### src/rtl/cmos_capture_ctrl.sv
// cmos_capture_ctrl
// -----------------------------------------------------------------------------
// Frame-level capture sequencer between the OV5640 parallel bus and the
// RGB565 packer. After the first enable following reset it discards
// SKIP_FRAMES settling frames. It then aligns to a VSYNC rising edge and passes
// the byte-valid strobe only for whole frames. Every captured frame is checked
// for line length and line count.
//
// Ports
//   pclk, rst_n      camera pixel clock, asynchronous active-low reset
//   vs_i, href_i     camera VSYNC (rising edge = frame boundary) and HREF
//   pdata_i[7:0]     camera data byte
//   cap_en           level, continuous capture request
//   cap_single       one-cycle pulse, capture exactly one frame
//   de_o, pdata_o    gated byte-valid and data to the packer (1 cycle latency)
//   vs_o             vs_i delayed one cycle
//   busy_o           sequencer not idle (registered, lags state by one cycle)
//   frame_start_o    pulse when a captured frame begins
//   frame_done_o     pulse when a captured frame closes
//   frame_err_o      pulse with frame_done_o when the frame failed its checks
//   lines_o[10:0]    line count of the last closed frame
//   frame_cnt_o[15:0] captured-frame counter, wraps
//
// Handshake: there is no back-pressure. de_o qualifies pdata_o in the same
// cycle, and the packer must accept every byte that de_o marks.
module cmos_capture_ctrl #(
  parameter int H_PIX       = 640,
  parameter int V_LINES     = 480,
  parameter int SKIP_FRAMES = 10
) (
  input  logic        pclk,
  input  logic        rst_n,
  input  logic        vs_i,
  input  logic        href_i,
  input  logic [7:0]  pdata_i,
  input  logic        cap_en,
  input  logic        cap_single,
  output logic        de_o,
  output logic [7:0]  pdata_o,
  output logic        vs_o,
  output logic        busy_o,
  output logic        frame_start_o,
  output logic        frame_done_o,
  output logic        frame_err_o,
  output logic [10:0] lines_o,
  output logic [15:0] frame_cnt_o
);

  localparam logic [11:0] LINE_BYTES  = 12'(2 * H_PIX);
  localparam logic [10:0] FRAME_LINES = 11'(V_LINES);
  localparam logic [7:0]  SKIP_LAST   = (SKIP_FRAMES > 0) ? 8'(SKIP_FRAMES - 1) : 8'd0;

  typedef enum logic [1:0] {
    IDLE    = 2'd0,
    SKIP    = 2'd1,
    ARM     = 2'd2,
    CAPTURE = 2'd3
  } state_t;

  state_t      state;
  logic        vs_d;
  logic        href_d;
  logic        settled;
  logic        single;
  logic [7:0]  skip_cnt;
  logic [11:0] byte_cnt;
  logic [10:0] line_cnt;
  logic        line_err;

  logic        vs_rise;
  logic        line_end;
  logic [10:0] line_cnt_fin;
  logic        line_err_fin;

  assign vs_rise  = vs_i & ~vs_d;
  assign line_end = href_d & ~href_i;

  // Line counters as they stand after this cycle's line_end, if any. Used both
  // for normal counting and for the close checks, so a line that ends in the
  // same cycle as the VSYNC rise is included in the frame it belongs to.
  always_comb begin
    line_cnt_fin = line_cnt;
    line_err_fin = line_err;
    if (line_end) begin
      if (line_cnt != 11'h7FF) line_cnt_fin = line_cnt + 11'd1;
      if (byte_cnt != LINE_BYTES) line_err_fin = 1'b1;
    end
  end

  always_ff @(posedge pclk or negedge rst_n) begin
    if (!rst_n) begin
      state         <= IDLE;
      vs_d          <= 1'b0;
      href_d        <= 1'b0;
      settled       <= 1'b0;
      single        <= 1'b0;
      skip_cnt      <= 8'd0;
      byte_cnt      <= 12'd0;
      line_cnt      <= 11'd0;
      line_err      <= 1'b0;
      de_o          <= 1'b0;
      pdata_o       <= 8'd0;
      vs_o          <= 1'b0;
      busy_o        <= 1'b0;
      frame_start_o <= 1'b0;
      frame_done_o  <= 1'b0;
      frame_err_o   <= 1'b0;
      lines_o       <= 11'd0;
      frame_cnt_o   <= 16'd0;
    end else begin
      vs_d          <= vs_i;
      href_d        <= href_i;
      pdata_o       <= pdata_i;
      vs_o          <= vs_i;
      de_o          <= href_i & ~vs_i & (state == CAPTURE) & ~vs_rise;
      busy_o        <= (state != IDLE);
      frame_start_o <= 1'b0;
      frame_done_o  <= 1'b0;
      frame_err_o   <= 1'b0;

      case (state)
        IDLE: begin
          if (cap_en | cap_single) begin
            single   <= cap_single & ~cap_en;
            skip_cnt <= 8'd0;
            state    <= settled ? ARM : SKIP;
          end
        end

        SKIP: begin
          if (!cap_en && !single) begin
            state <= IDLE;
          end else if (SKIP_FRAMES == 0) begin
            settled <= 1'b1;
            state   <= ARM;
          end else if (vs_rise) begin
            if (skip_cnt == SKIP_LAST) begin
              settled <= 1'b1;
              state   <= ARM;
            end else begin
              skip_cnt <= skip_cnt + 8'd1;
            end
          end
        end

        ARM: begin
          byte_cnt <= 12'd0;
          line_cnt <= 11'd0;
          line_err <= 1'b0;
          if (!cap_en && !single) begin
            state <= IDLE;
          end else if (vs_rise) begin
            state         <= CAPTURE;
            frame_start_o <= 1'b1;
          end
        end

        CAPTURE: begin
          if (vs_rise) begin
            lines_o      <= line_cnt_fin;
            frame_cnt_o  <= frame_cnt_o + 16'd1;
            frame_done_o <= 1'b1;
            frame_err_o  <= line_err_fin | (line_cnt_fin != FRAME_LINES);
            byte_cnt     <= 12'd0;
            line_cnt     <= 11'd0;
            line_err     <= 1'b0;
            // A dropped cap_en only takes effect here, so the frame in
            // flight always completes.
            if (!single && cap_en) frame_start_o <= 1'b1;
            else                   state         <= IDLE;
          end else if (line_end) begin
            line_cnt <= line_cnt_fin;
            line_err <= line_err_fin;
            byte_cnt <= 12'd0;
          end else if (href_i && byte_cnt != 12'hFFF) begin
            byte_cnt <= byte_cnt + 12'd1;
          end
        end

        default: state <= IDLE;
      endcase
    end
  end

endmodule
### config.mk
export PLATFORM = sky130hd
export DESIGN_NAME = cmos_capture_ctrl
export DESIGN_NICKNAME = d
export VERILOG_FILES = /design/src/rtl/cmos_capture_ctrl.sv
export SDC_FILE = /design/constraint.sdc
export NUM_CORES = 1
export LEC_CHECK = 0
export ABC_CLOCK_PERIOD_IN_PS = 3800
export CAP_MARGIN = 20
export CORE_ASPECT_RATIO = 1.4
export CORE_MARGIN = 3
export CORE_UTILIZATION = 55
export CTS_CLUSTER_DIAMETER = 120
export DETAILED_ROUTE_END_ITERATION = 8
export HOLD_SLACK_MARGIN = 0.03
export PLACE_DENSITY = 0.82
export SLEW_MARGIN = 20
export SYNTH_ARGS = -nofsm -noshare
export SYNTH_HDL_FRONTEND = slang
export SYNTH_SLANG_ARGS = --single-unit
### constraint.sdc
create_clock -name pclk -period 3.8 [get_ports pclk]
set_clock_uncertainty 0.1 [all_clocks]
set_input_delay 0.57 -clock pclk [delete_from_list [all_inputs] [get_ports pclk]]
set_output_delay 0.57 -clock pclk [all_outputs]
set_load 0.05 [all_outputs]
Yosys cells after proc, flatten, opt, wreduce, memory -nomap -nowiden. Index checks and enable logic that the tools add are counted. W data, S select, Z words.

Bits in registers: 78. Input port bits: 14. Output and inout bits: 41. Logic and storage cells: 107.

Add/sub/neg operators: 4. Equality and inequality tests: 19. Muxes and demuxes: 37. Bitwise logic cells: 14. Reductions and logical operators: 16.

Operators by type and width (number): $mux W11 (4); $mux W12 (3); $mux W8 (4); $pmux W12 S2 (1); $pmux W11 S2 (1); $mux W2 (9); $add A16 B1 Y16 const B (1); $pmux W8 S2 (1); $add A12 B1 Y12 const B (1); $ne A12 B11 Y1 const B (1); $ne A12 B12 Y1 const B (1); $ne A2 B2 Y1 const B (6); $ne A3 B3 Y1 const B (4); $add A11 B1 Y11 const B (1); $mux W1 (11); $ne A11 B11 Y1 const B (1); $ne A11 B9 Y1 const B (1); $add A8 B1 Y8 const B (1); $eq A8 B4 Y1 const B (1); $pmux W2 S4 (1); $reduce_and A2 Y1 (4); $and A1 B1 Y1 (6); $not A1 Y1 (6); $reduce_and A6 Y1 (1); other kinds (11) (19).

Longest topological paths before layout. Gate-level depths: netlist of run 1.

Depth in word-level cells: 7. Mapped depth: 8. Mapped depth without buffers: 7.

Least setup slack after synthesis of run 1. No wires, ideal clock.

Path kind: flip-flop to flip-flop. Start point: register vs_d. End point: register frame_cnt_o[15]. Setup time: 0.140 ns. Data arrival time: 1.851 ns. Required time: 3.560 ns. Path slack: 1.709 ns. Stages on the path, launching flop included: 8. Buffers on the path: 0. Clock period less this slack: 2.091 ns. Path through: dfrtp_1 -> and2b_2 -> nand3_2 -> inv_2 -> nand4_2 -> nor3_2 -> nand4_1 -> xnor2_1.

Word-level cells in the longest chain between the ends: 3.

RTL lines: from (decl) (line 61) `logic vs_d;`; from (signal assigned) (line 111) `vs_d <= vs_i;`; $not A1 Y1 (line 75) `assign vs_rise = vs_i & ~vs_d;`; $and A1 B1 Y1 (line 75); $reduce_and A2 Y1 (no source line); to (signal assigned) (line 161) `frame_cnt_o <= frame_cnt_o + 16'd1;`; to (decl) (line 46) `output logic [15:0] frame_cnt_o`.

No other way between the ends. A chain may end at the register's enable or synchronous reset.

Worst setup path after layout of run 1.
Start point: input port vs_i. End point: register frame_cnt_o[15].

Word-level cells in the longest chain between the ends: 2.

RTL lines: from (decl) (line 33) `input logic vs_i,`; $and A1 B1 Y1 (line 75); $reduce_and A2 Y1 (no source line).

No other way between the ends.

==> results of run 1 <==
==> critical path, cell delays in order <==
cell and delay, ns:
clkdlybuf4s50_1 0.52, and2b_2 0.24, nand3_2 0.39, inv_2 0.30
nand4_2 0.19, nor3_2 0.26, nand4_1 0.14, xnor2_1 0.14
==> metal layers <==
metal | share of wire [%] | GRT usage [%] | vias to the layer above
met1 | 41 | 26.1 | 1471
met2 | 53 | 38.5 | 88
met3 | 4.1 | 3.73 | 13
li1 | - | - | 1456
met4 | 1.9 | 9.46 | 0
met5 | 0 | 0 | -
==> cell type report <==
cell class | instances | area share [%]
Tap cell | 92 | 2.50
Inverter | 13 | 1.06
Timing Repair Buffer | 55 | 11.8
Clock buffer | 9 | 2.69
Sequential cell | 78 | 42.3
Clock inverter | 7 | 2.63
Multi-Input combinational cell | 273 | 36.9
==> cell usage in the layout, fill, tap and decap left out, drive strengths merged, types with 4 or more instances in the layout <==
master | Yosys | final
nand2b | 5 | 5
and3 | 8 | 8
mux2i | 4 | 4
clkbuf | 9 | 9
or4 | 6 | 6
a21oi | 20 | 20
a22o | 4 | 4
o21ai | 21 | 21
a31oi | 6 | 6
nand3 | 17 | 17
xor2 | 10 | 10
nor2 | 25 | 25
ha | 6 | 6
clkdlybuf4s50 | 0 | 53
inv | 13 | 14
nand4 | 15 | 15
dfrtp | 78 | 78
o31ai | 6 | 6
and2 | 5 | 5
nand2 | 50 | 50
o21a | 4 | 4
xnor2 | 16 | 16
==> power groups by stage <==
stage / clock network, uW / registers (uW) / logic (uW)
after CTS: 767 / 1030 / 625
after global routing: 789 / 1050 / 678
after global placement: 0 / 1040 / 604
final: 758 / 1030 / 618
after floorplan: 0 / 1140 / 315
after detailed placement: 0 / 1050 / 619
==> metrics by stage <==
stage / cell area (um2) / setup WS, ns / power (uW) / std cells
finish: 4610 / 1.19 / 2410 / 527
detailed placement: 4360 / 0.805 / 1670 / 511
global placement: 4360 / 0.888 / 1650 / 511
floorplan: 3760 / 1.71 / 1460 / 378
global route: 4610 / 0.954 / 2520 / 527
CTS: 4610 / 1.16 / 2420 / 527
==> worst paths after layout <==
check,slack [ns],end,startpoint
min in group pclk,0.38,frame_cnt_o[12],frame_cnt_o[12]
hold / removal,0.23,frame_cnt_o[7],rst_n
setup / recovery,1.19,frame_cnt_o[15],vs_i
hold reg to reg,0.38,frame_cnt_o[12],frame_cnt_o[12]
setup reg to reg,1.42,frame_cnt_o[15],state[1]
max in group asynchronous,2.73,skip_cnt[3],rst_n
==> cells by family after synthesis <==
group,Yosys count,share of synthesized area (%)
XOR/XNOR,26,6.05
AO/OA/AOI/OAI,80,13.7
multiplexers,7,1.96
AND/OR/NAND/NOR,154,21.5
flip-flops,78,51.9
buffers and inverters,27,2.86
adder cells (fa/ha/maj),6,2.00
==> flip-flops by register name (all words and copies together) (netlist names), 2 cells and up <==
name and cells:
state 2, byte_cnt 12, skip_cnt 8, lines_o 11, line_cnt 11, pdata_o 8, frame_cnt_o 16
==> metrics.csv, run 1 <==
metric,value,unit
cts-resized-gates,0,
maxSlewHeadroom,37.6,%
finalHoldViolations,0,
whs,0.233,ns
seq_power_share,42.9,%
dr.pass1.iters,5,
cp.arrival,2.76,ns
async_reset_ff_share,100,%
p_comb_share,25.6,%
grt_pass1_vias,2975,
clock_path_buffers,2,
netSwitchingPower,832,uW
cts_buffers,9,
ys.flop_type,dfrtp_1,
layout-drive-gt1-share,6.90,%
clock_sinks,78,
yosys-top-cells-area,"dfrtp_1 52%, nand2_1 5.0%, xnor2_1 3.7%, a21oi_1 2.7%, nor2_1 2.5%",
syn_to_final_growth,22.5,%
leakagePower,0.00200,uW
min_period_over_period,68.8,%
p_clk_share,31.5,%
antenna_found_initial,0,
syn_inst,378,
routed_wl,8.12,mm
path_class,in2reg,
port_buffers,54,
syn_avg_cell_area,9.95,um2
hp-class,in2async,
outcome,completed,
ys_top_cells_by_count,"78 x dfrtp_1, 50 x nand2_1, 25 x nor2_1, 20 x a21oi_1",
place.gp.congestion,0.871,
multi_input_area,1700,um2
rsz0062_at_grt,no,
worst_slew_pin_slew,0.936,ns
cts.clk_slew.worst_paths,0.08,ns
ys_seq_area_share,51.9,%
yosys_warnings,0,
die_area,7880,um2
synth_edf_count,0,
grt_pass1_wl,14.0,mm
fillers,496,
intPower,1580,uW
die_w,75.9,um
synth_area,3760,um2
diodes,0,
start_kind,primary input,
hpwlAfterDp,5.65,mm
fp.dieH,104,um
tns,0,ns
start_util,56.9,%
synth_top_cell_by_area,dfrtp_1,
regArea,1950,um2
setup_viol,0,
swShare,34.5,%
post_drt_wl_per_cell,15.4,um
grt_usage,21.8,%
nets,450,
maxCapViolCount,0,
ctsHtreeMaxLevel,3,
core,6610,um2
synth_most_common_cell,dfrtp_1,
postCtsHoldBufs,0,
clk_latency,0.36,ns
reg2reg_depth,6,
rows,35,
max_freq,0.382,GHz
vias,3028,
root_buffer,clkbuf_8,
slew_violations,0,
end_kind,flop,
grt_max_degree,79,
p_per_area,523,nW/um2
peakVddDrop,345,uV
fin_crit,2.61,ns
cts_tree,built,
vias_per_cell,5.75,
synth.top_cell.area_share,51.9,%
antenna_left,0,
cts_setup_buffers,0,
synth_cell_types,55,
route.detailed.drc,0,
grt-ovfl-total,0,
worstPathRequired,3.95,ns
drtIter0Drc,224,
ys_ff_latch,78,
final_util,69.7,%
synth_fp_nets,398,
crit_fanout,24,
io_pins,55,
Power figures use the tool's default switching activity.
==> inputs of run 2 (changes only) <==
--- a/config.mk
+++ b/config.mk
@@ -5,15 +5,15 @@
 export SDC_FILE = /design/constraint.sdc
 export NUM_CORES = 1
 export LEC_CHECK = 0
-export ABC_CLOCK_PERIOD_IN_PS = 3800
+export ABC_CLOCK_PERIOD_IN_PS = 2450
 export CAP_MARGIN = 20
 export CORE_ASPECT_RATIO = 1.4
 export CORE_MARGIN = 3
-export CORE_UTILIZATION = 55
+export CORE_UTILIZATION = 54
 export CTS_CLUSTER_DIAMETER = 120
 export DETAILED_ROUTE_END_ITERATION = 8
 export HOLD_SLACK_MARGIN = 0.03
-export PLACE_DENSITY = 0.82
+export PLACE_DENSITY = 0.8
 export SLEW_MARGIN = 20
 export SYNTH_ARGS = -nofsm -noshare
 export SYNTH_HDL_FRONTEND = slang
==> constraint.sdc (replaced) <==
create_clock -name pclk -period 2.45 [get_ports pclk]
set_clock_uncertainty 0.1 [all_clocks]
set_input_delay 0.3675 -clock pclk [delete_from_list [all_inputs] [get_ports pclk]]
set_output_delay 0.3675 -clock pclk [all_outputs]
set_load 0.05 [all_outputs]
==> metrics.csv, run 2 (synthesis gave the netlist of run 1 again) <==
metric,value,unit,change
outcome,completed,,unchanged
leakagePower,0.00205,uW,was 0.00200 uW
place.gp.congestion,0.826,,was 0.871
peakVddDrop,600,uV,was 345 uV
route.detailed.drc,0,,unchanged
critical_path_depth,5,,was 8
crit_family,simple AND/OR/NAND/NOR gates,,unchanged
power.total,3700,uW,was 2410 uW
drtIter0Drc,220,,was 224
clock_sinks,78,,unchanged
reg2reg_depth,5,,was 6
die_w,76.5,um,was 75.9 um
grt-ovfl-total,0,,unchanged
finalHoldViolations,0,,unchanged
clk_latency,0.36,ns,about the same
core,6660,um2,was 6610 um2
r2r_end,frame_err_o,,was frame_cnt_o[15]
post_drt_wl_per_cell,15.3,um,was 15.4 um
crit_fanout,5,,was 24
min-delay-start,pdata_i[3],,
slew_violations,0,,unchanged
final_common_cell,dfrtp_1,,unchanged
top_usage_layer,met2,,unchanged
worst_slew_pin_slew,0.566,ns,was 0.936 ns
syn_to_final_growth,24.8,%,was 22.5%
fin_crit,2.14,ns,
port_buffers,54,,unchanged
antenna_left,0,,unchanged
grt_pass1_wl,14.4,mm,was 14.0 mm
p_per_area,788,nW/um2,was 523 nW/um2
layout-drive-gt1-share,8.74,%,was 6.90%
hold_path_end,pdata_o[3],,
hp-class,in2reg,,was in2async
root_buffer,clkbuf_8,,unchanged
max_freq,0.468,GHz,
dr.pass1.iters,4,,was 5
fp.dieH,105,um,was 104 um
crit_path_max_incr_delay,0.53,ns,was 0.52 ns
reg_top3,"frame_cnt_o (16), byte_cnt (12)",,unchanged
min_period_over_period,87.2,%,
timing.rr.start,byte_cnt[6],,was state[1]
rows,35,,unchanged
top_register,frame_cnt_o,,unchanged
reg2reg_slack,0.31,ns,was 1.42 ns
fin_ws,0.313,ns,was 1.19 ns
largest_register_ffs,16,,unchanged
final_cell_area,4700,um2,was 4610 um2
use_met2,37.2,%,was 38.5%
start_kind,flop,,was primary input
tns,0,ns,unchanged
rsz0062_at_grt,no,,unchanged
worstPathRequired,2.56,ns,was 3.95 ns
vias_per_cell,5.72,,was 5.75
io_pins,55,,unchanged
path_class,reg2reg,,was in2reg
dp_slack,0.0742,ns,was 0.805 ns
cts.clk_slew.worst_paths,0.08,ns,about the same
cts_tree,built,,unchanged
maxSlewHeadroom,62.3,%,was 37.6%
vias,3080,,was 3028
grt_pass1_vias,2990,,was 2975
cts_buffers,9,,unchanged
cp.arrival,2.25,ns,was 2.76 ns
place_area,4460,um2,was 4360 um2
maxCapViolCount,0,,unchanged
hpwlAfterDp,5.83,mm,was 5.65 mm
ctsHtreeMaxLevel,3,,unchanged
routed_wl,8.25,mm,was 8.12 mm
die_area,8020,um2,was 7880 um2
crit_buf_inv,0,,was 2
final_util,70.6,%,was 69.7%
critical_path.most_common_cell,nor4_1,,
diodes,0,,unchanged
end_kind,flop,,unchanged
nets,461,,was 450
layout_common_cells,"78 x dfrtp_1, 53 x clkdlybuf4s50_1, 50 x nand2_1",,unchanged
met1_usage,28.1,%,was 26.1%
setup_viol,0,,unchanged
antenna_found_initial,0,,unchanged
clock_path_buffers,2,,unchanged
hold_depth,1,,
grt_usage,22.2,%,was 21.8%
grt_max_degree,45,,was 79
gr-usage-met3,3.19,%,was 3.73%
cp_cell_sequence,or4_1 -> nor4_1 -> a21oi_1 -> nor4_1 -> a41oi_1,,was clkdlybuf4s50_1 -> and2b_2 -> nand3_2 -> inv_2 -> nand4_2 -> nor3_2 -> nand4_1 -> xnor2_1
critical-path-slowest-cell,or4_1,,was clkdlybuf4s50_1
start_util,56.5,%,was 56.9%
cts_setup_buffers,0,,unchanged
[run 2: cell count changes in the layout (fill, tap and decap cells not counted)]
cell	before	now
dlygate4sd3_1	0	1
clkinv_4	2	0
bufinv_16	3	2
clkbuf_8	9	10
clkbuf_1	0	1
buf_12	0	2
buf_4	2	10
clkinvlp_4	0	1
[run 2: report_power, final]
| part | total (uW) | internal, uW | switching, uW |
|---|---|---|---|
| Combinational | 1010 | 392 | 618 |
| Sequential | 1610 | 1420 | 189 |
| Clock | 1080 | 604 | 479 |
| Total | 3700 | 2420 | 1290 |
[run 2: timing repair]
item,CTS,global route
hold buffers,1,0
resized for setup,0,0
endpoints found under the hold margin,42,0
[run 2: how the worst max path moves through the flow]
stage,from,to,slack (ns)
5_1_grt,byte_cnt[0],byte_cnt[10],0.16
2_1_floorplan,vs_d,frame_cnt_o[15],0.36
4_1_cts,frame_cnt_o[3],frame_cnt_o[3],0.31
3_3_place_gp,vs_i,skip_cnt[5],0.16
6_report,byte_cnt[6],frame_err_o,0.31
3_5_place_dp,vs_i,skip_cnt[5],0.07
[run 2: routing by layer]
layer,vias up,routed length [um],part of all wire [%]
li1,1477,-,-
met1,1497,3470,42
met2,91,4250,51
met3,15,368,4.5
met4,0,166,2.0
met5,-,0,0
[run 2: through the flow]
stage | std cells | hold WS, ns
3_5_place_dp | 521 | 0.297
6_report | 538 | 0.337
3_3_place_gp | 521 | 0.291
2_1_floorplan | 378 | -0.0281
5_1_grt | 538 | 0.336
4_1_cts | 538 | 0.333
[run 2: area by class of cell]
cell class              instances  area, um2
flip-flops and latches         78       1950
well taps                      92        115
clock inverters                 5       81.3
fillers                       521       1960
repair buffers                 66        656
multi-input cells             273       1700
clock buffers                  11        141
inverters                      13       48.8
==> inputs of run 3 (changes only) <==
--- a/config.mk
+++ b/config.mk
@@ -11,6 +11,7 @@
 export CORE_MARGIN = 3
 export CORE_UTILIZATION = 54
 export CTS_CLUSTER_DIAMETER = 120
+export CTS_CLUSTER_SIZE = 25
 export DETAILED_ROUTE_END_ITERATION = 8
 export HOLD_SLACK_MARGIN = 0.03
 export PLACE_DENSITY = 0.8
==> results of run 3 <==
Same layout as run 2: the final DEF is identical, and so are final timing and power.
